## src/rtl/uart_tx_fifo_sched.sv

```systemverilog
// ---------------------------------------------------------------------------
// UartTxFifoSched -- module uart_tx_fifo_sched
//
// Purpose:
//   Moves words from the TX first-word-fall-through FIFO into the UART
//   transmit serializer, one frame at a time. A word is popped, offered on a
//   valid/ready handshake, and then the scheduler waits for the serializer
//   to report that the frame has left the line. An optional idle gap follows
//   before the next word may be popped. The block also supports a FIFO
//   flush, a low-watermark interrupt and a saturating parity-error count.
//
// Configuration macro:
//   UART_TX_SCHED_PERR_DROP_EN -- when defined, a head word whose parity
//   flag is set is popped and thrown away in IDLE instead of being sent. It
//   is still counted in o_perr_cnt. When undefined, flagged words are sent
//   like any other word and are still counted.
//
// Parameters:
//   DW      data word width, same as the FIFO data width
//   USED_W  width of the FIFO occupancy count
//   GAP_W   width of the inter-frame gap counter
//
// Ports:
//   i_clk                clock
//   i_nrst               asynchronous active-low reset
//   i_enable             allows new pops from IDLE
//   i_flush              level request to discard all queued FIFO words
//   i_gap_cycles         idle cycles inserted after i_tx_done
//   i_threshold          low-watermark level for o_thr_irq
//   i_fifo_valid         FIFO head word valid
//   i_fifo_data          FIFO head word
//   i_fifo_parity_error  parity flag of the head word
//   i_fifo_used          FIFO occupancy
//   o_fifo_rd_req        combinational pop strobe, one cycle per word
//   o_tx_valid           word offered to the serializer
//   o_tx_data            offered word
//   i_tx_ready           serializer accepts the offered word
//   i_tx_done            one-cycle pulse: frame fully shifted out
//   o_busy               scheduler is not idle
//   o_flush_done         one-cycle pulse when a flush has finished
//   o_thr_irq            registered low-watermark interrupt
//   o_perr_cnt           saturating count of parity-flagged popped words
// ---------------------------------------------------------------------------
module uart_tx_fifo_sched #(
   parameter int DW     = 8,
   parameter int USED_W = 3,
   parameter int GAP_W  = 8
) (
   input  logic              i_clk,
   input  logic              i_nrst,
   input  logic              i_enable,
   input  logic              i_flush,
   input  logic [GAP_W-1:0]  i_gap_cycles,
   input  logic [USED_W-1:0] i_threshold,
   input  logic              i_fifo_valid,
   input  logic [DW-1:0]     i_fifo_data,
   input  logic              i_fifo_parity_error,
   input  logic [USED_W-1:0] i_fifo_used,
   output logic              o_fifo_rd_req,
   output logic              o_tx_valid,
   output logic [DW-1:0]     o_tx_data,
   input  logic              i_tx_ready,
   input  logic              i_tx_done,
   output logic              o_busy,
   output logic              o_flush_done,
   output logic              o_thr_irq,
   output logic [7:0]        o_perr_cnt
);

   typedef enum logic [2:0] {
      ST_IDLE,
      ST_SEND,
      ST_WAIT_DONE,
      ST_GAP,
      ST_FLUSH
   } state_t;

   state_t           state;
   state_t           state_next;
   logic [DW-1:0]    tx_data_q;
   logic [GAP_W-1:0] gap_cnt;
   logic [GAP_W-1:0] gap_cnt_next;
   logic [7:0]       perr_cnt;
   logic             load_data;
   logic             perr_inc;
   logic             flush_done_next;

   // Next-state and pop logic. IDLE is the only state that pops a word for
   // transmission and the only state where parity errors are counted, so
   // words discarded by a flush never touch the counter. A flush requested
   // while a frame is in flight is only honoured once i_tx_done arrives, so
   // an offered word is never withdrawn before the serializer has taken it.
   // The gap counter leaves GAP on the cycle it reads 1, which places the
   // next possible pop gap+1 cycles after the i_tx_done pulse.
   always_comb begin
      state_next      = state;
      gap_cnt_next    = gap_cnt;
      o_fifo_rd_req   = 1'b0;
      load_data       = 1'b0;
      perr_inc        = 1'b0;
      flush_done_next = 1'b0;
      case (state)
         ST_IDLE: begin
            if (i_flush) begin
               state_next = ST_FLUSH;
            end else if (i_enable && i_fifo_valid) begin
               o_fifo_rd_req = 1'b1;
               perr_inc      = i_fifo_parity_error;
`ifdef UART_TX_SCHED_PERR_DROP_EN
               if (!i_fifo_parity_error) begin
                  load_data  = 1'b1;
                  state_next = ST_SEND;
               end
`else
               load_data  = 1'b1;
               state_next = ST_SEND;
`endif
            end
         end
         ST_SEND: begin
            if (i_tx_ready) begin
               state_next = ST_WAIT_DONE;
            end
         end
         ST_WAIT_DONE: begin
            if (i_tx_done) begin
               if (i_flush) begin
                  state_next = ST_FLUSH;
               end else if (i_gap_cycles == '0) begin
                  state_next = ST_IDLE;
               end else begin
                  gap_cnt_next = i_gap_cycles;
                  state_next   = ST_GAP;
               end
            end
         end
         ST_GAP: begin
            if (i_flush) begin
               state_next = ST_FLUSH;
            end else begin
               if (gap_cnt <= GAP_W'(1)) begin
                  state_next = ST_IDLE;
               end
               if (gap_cnt != '0) begin
                  gap_cnt_next = gap_cnt - GAP_W'(1);
               end
            end
         end
         ST_FLUSH: begin
            o_fifo_rd_req = i_fifo_valid;
            if (!i_fifo_valid && !i_flush) begin
               flush_done_next = 1'b1;
               state_next      = ST_IDLE;
            end
         end
         default: begin
            state_next = ST_IDLE;
         end
      endcase
   end

   // State register plus the datapath registers. The interrupt is a plain
   // registered compare of the current occupancy against the watermark and
   // the parity counter sticks at its maximum instead of wrapping.
   always_ff @(posedge i_clk or negedge i_nrst) begin
      if (!i_nrst) begin
         state        <= ST_IDLE;
         tx_data_q    <= '0;
         gap_cnt      <= '0;
         perr_cnt     <= '0;
         o_flush_done <= 1'b0;
         o_thr_irq    <= 1'b0;
      end else begin
         state        <= state_next;
         gap_cnt      <= gap_cnt_next;
         o_flush_done <= flush_done_next;
         o_thr_irq    <= i_enable && (i_fifo_used <= i_threshold);
         if (load_data) begin
            tx_data_q <= i_fifo_data;
         end
         if (perr_inc && (perr_cnt != 8'hFF)) begin
            perr_cnt <= perr_cnt + 8'd1;
         end
      end
   end

   // The offer is simply "we are in SEND"; the data register holds the
   // word until the next pop, so it stays stable through any ready stall.
   assign o_tx_valid = (state == ST_SEND);
   assign o_tx_data  = tx_data_q;
   assign o_busy     = (state != ST_IDLE);
   assign o_perr_cnt = perr_cnt;

endmodule

```

## config.mk

```make
export PLATFORM = sky130hd
export DESIGN_NAME = uart_tx_fifo_sched
export DESIGN_NICKNAME = d
export VERILOG_FILES = /design/src/rtl/uart_tx_fifo_sched.sv
export SDC_FILE = /design/constraint.sdc
export NUM_CORES = 1
export LEC_CHECK = 0
export CORE_MARGIN = 2
export CORE_UTILIZATION = 42
export DETAILED_ROUTE_END_ITERATION = 8
export PLACE_DENSITY = 0.76
export SYNTH_ARGS = -nofsm -noshare
export SYNTH_HDL_FRONTEND = slang
export SYNTH_SLANG_ARGS = --single-unit
```

## constraint.sdc

```tcl
create_clock -name i_clk -period 1.83 [get_ports i_clk]
set_input_delay 0.366 -clock i_clk [delete_from_list [all_inputs] [get_ports i_clk]]
set_output_delay 0.366 -clock i_clk [all_outputs]
set_load 0.02 [all_outputs]
```

==> metrics.md <==
| Metric | Value |
|---|---|
| Outcome | complete, but fails checks |
| Failing checks | setup timing |
| Antenna Cells | 0 |
| Final period util | 104.7% |
| Fin. Hold Viols | 0 |
| Sequential share of power | 28.6% |
| Post-synth top area share | 42.93% |
| Net switching power | 1.318 mW |
| Pleak | 1.328 nW |
| Post-Layout Inst Area | 0.002924 mm² |
| Post-placement cell area | 0.002516 mm² |
| DR vias | 1,705 |
| Starting Density | 42.88% |
| Worst slew margin | 75.82% |
| I/O pins | 51 |
| Sequential element share of the synthesized area | 42.93% |
| DRT Pass-1 Iters | 5 |
| Total Power | 3.749 mW |
| EDFF count, synth | 0 |
| Clk sinks | 29 |
| Final core occ | 74.17% |
| Worst Setup End Kind | flop |
| Ys flop type | dfrtp_1 |
| Internal power | 2.431 mW |
| CP arrival | 2.09 ns |
| Switching Share | 35.16% |
| Vias in the first global route | 1,643 |
| Initial DRC count | 85 |
| Layout cells sized above 1 | 39.25% |
| Pwr dens | 1282 mW/mm² |
| Total CTS buffers | 5 |
| DRC Markers | 0 |
| Required time worst endpoint | 2.00 ns |
| Gr ovfl total | 0 |
| Clk pin slew, worst setup/hold paths | 0.07 ns |
| Drt wl/cell | 15.59 µm |
| GRT Total Usage | 22.36% |
| Core area | 0.003943 mm² |
| Max Cap Viol | 0 |
| Worst Tran Pin Value | 0.3599 ns |
| Critical path type | flop to flop |
| TritonCTS clock tree | yes |
| Mapped Area | 0.001690 mm² |
| Final setup fails | 3 |
| Die height | 67.44 µm |
| Top post-synthesis cells by area | dfrtp_1 43%, mux2_2 7.3%, ha_1 4.4%, xor2_1 3.1%, a2bb2oi_1 2.6% |
| Synth warnings | 0 |
| Fmax achieved | 521.8 MHz |
| Post-synth top area cell | dfrtp_1 |
| Clock power frac | 18.4% |
| CP max FO | 5 |
| Worst Slack Setup Final | -0.08660 ns |
| # port buffers | 50 |
| Max Buffers Root-to-Sink | 2 |
| Synth-to-Final Area Change | 72.98% |
| RSZ-0062 raised after global routing | yes |
| First-pass GRT wire length | 7514 µm |
| Max-slew violations | 0 |
| Global placement routability congestion | 0.8544 |
| HPWL after detailed placement | 3294 µm |
| Final Skew | 0.006896 ns |
| Post-Syn Area per Cell | 10.31 µm² |
| Initial antenna violation count | 0 |
| Post-Syn Nets | 200 |
| Clock H-tree levels | 2 |
| Synth cell types | 46 |
| Root buffer cell | clkbuf_8 |
| Worst Hold Class | input port to flop |
| Die outline width | 67.44 µm |
| Vias per std cell | 5.413 |
| Final min period | 1.917 ns |
| # rows | 23 |
| Clock Latency Late Sink | 0.29 ns |
| Setup crit start kind | flop |
| Routed Antenna Nets | 0 |
| Detailed Route WL | 4911 µm |
| #FFs+latches synth | 29 |
| Nets | 300 |
| Die area | 0.004548 mm² |
| Max rail drop VDD | 0.0007350 V |
| Cell count after synthesis | 164 |
| Ys async rst share | 100.0% |
| Largest net degree at the start of global routing | 30 |
| Setup TNS | -0.1632 ns |
| Combinational share of power | 53.0% |
## state kept, by name (all words and copies together), names as in the netlist
signal and cells:
gap_cnt 8, o_flush_done 1, o_perr_cnt 8, o_tx_data 8, o_thr_irq 1, state 3
## power by group through the flow
stage / combinational (mW) / clock, mW / sequential [mW]
after floorplan: 0.699 / 0 / 1.21
after global placement: 1.61 / 0 / 1.05
after detailed placement: 1.64 / 0 / 1.06
after CTS: 1.75 / 0.702 / 1.06
after global routing: 2.15 / 0.731 / 1.10
final: 1.99 / 0.690 / 1.07
## worst max-delay path, cell delays in order (launching register included)
cell	delay, ns
dfrtp_1	0.44
buf_6	0.17
or3_4	0.38
o32a_1	0.29
o211ai_1	0.15
mux2_2	0.38
## repair_timing
| item | 4_1_cts | 5_1_grt |
|---|---|---|
| pin swaps | 7 | 11 |
| hold buffers | 0 | 0 |
| setup buffers | 5 | 9 |
| gates resized for setup | 30 | 28 |
| setup endpoints to repair | 13 | 12 |
## final cells by class
class                           count  area (µm²)
Clock buffer                        7       86.33
Inverter                           10       37.54
Fill cell                         274        1018
Sequential cell                    29       725.7
Tap cell                           50       62.56
Multi-Input combinational cell    118        1055
Timing Repair Buffer              100       927.1
Clock inverter                      1       30.03
## cells by family (layout without fill, tap and decap cells)
logic type      Yosys count  count (layout)  synth area share (%)
flops                    29              29                 42.93
simple gates             55              55                 18.95
fa+ha+maj                 6               6                 4.441
buf+inv                  17             118                 3.997
compound gates           38              38                 17.84
xor+xnor                  7               7                 3.627
mux                      12              12                 8.216
## layer usage
metal  global-route usage, %  up-vias  wire, µm
li1                        -      808         -
met1                   25.69      830      1854
met2                   39.85       54      2720
met3                   4.333       13       212
met4                   10.46        0       124
met5                       0        -         0
## cell usage in the layout, fill, tap and decap left out, types with 2 or more instances in the layout
| cell | instances |
|---|---|
| or3_1 | 2 |
| nor4_1 | 2 |
| a21oi_1 | 3 |
| a211oi_2 | 3 |
| dlymetal6s2s_1 | 4 |
| xor2_1 | 6 |
| mux2_4 | 2 |
| clkbuf_8 | 6 |
| nand3_1 | 6 |
| inv_1 | 8 |
| dfrtp_1 | 29 |
| buf_4 | 38 |
| o21ai_4 | 2 |
| o21ai_0 | 8 |
| nand2_1 | 9 |
| or3_4 | 2 |
| inv_2 | 2 |
| clkdlybuf4s50_1 | 42 |
| a2bb2oi_2 | 2 |
| buf_6 | 14 |
| a221oi_2 | 4 |
| or4_4 | 3 |
| o2bb2ai_1 | 3 |
| nor3_1 | 4 |
| ha_1 | 5 |
| nand4_1 | 3 |
| a2bb2oi_1 | 3 |
| nor2_1 | 8 |
| mux2_2 | 10 |
| and2_1 | 3 |
## per-stage QoR
step | cells | hold slack [ns] | worst slack (ns)
after CTS | 306 | 0.4880 | -0.05475
final | 315 | 0.4540 | -0.08660
after global placement | 293 | 0.4823 | -0.4441
after detailed placement | 293 | 0.4930 | -0.4757
after floorplan | 164 | 0.07041 | -0.02407
after global routing | 315 | 0.4747 | -0.1263
## worst paths after layout
check	start	to	slack, ns	cells past startpoint
max in group asynchronous	i_nrst	o_tx_data[5]$_DFFE_PN0P_	1.08	2
worst min register to register	o_perr_cnt[6]$_DFFE_PN0P_	o_perr_cnt[6]$_DFFE_PN0P_	0.50	1
worst max register to register	state[2]$_DFFE_PN0P_	state[1]$_DFFE_PN0P_	-0.09	5
min in group asynchronous	i_nrst	gap_cnt[0]$_DFFE_PN0P_	0.47	2
worst min-delay path	i_gap_cycles[7]	gap_cnt[7]$_DFFE_PN0P_	0.45	3
worst max-delay path	state[2]$_DFFE_PN0P_	state[1]$_DFFE_PN0P_	-0.09	5
## synth_stat cells (all sizes together), types with 2 or more instances
cell	count
a211oi	3
a21oi	4
a221oi	4
a2bb2oi	5
and2	4
buf	3
clkbuf	4
dfrtp	29
ha	6
inv	10
mux2	12
nand2	9
nand3	6
nand4	3
nor2	8
nor2b	2
nor3	5
nor4	3
o21ai	10
o2bb2ai	3
or3	4
or3b	2
or4	3
xor2	6
Note: power is estimated with default switching activity, not from simulation.
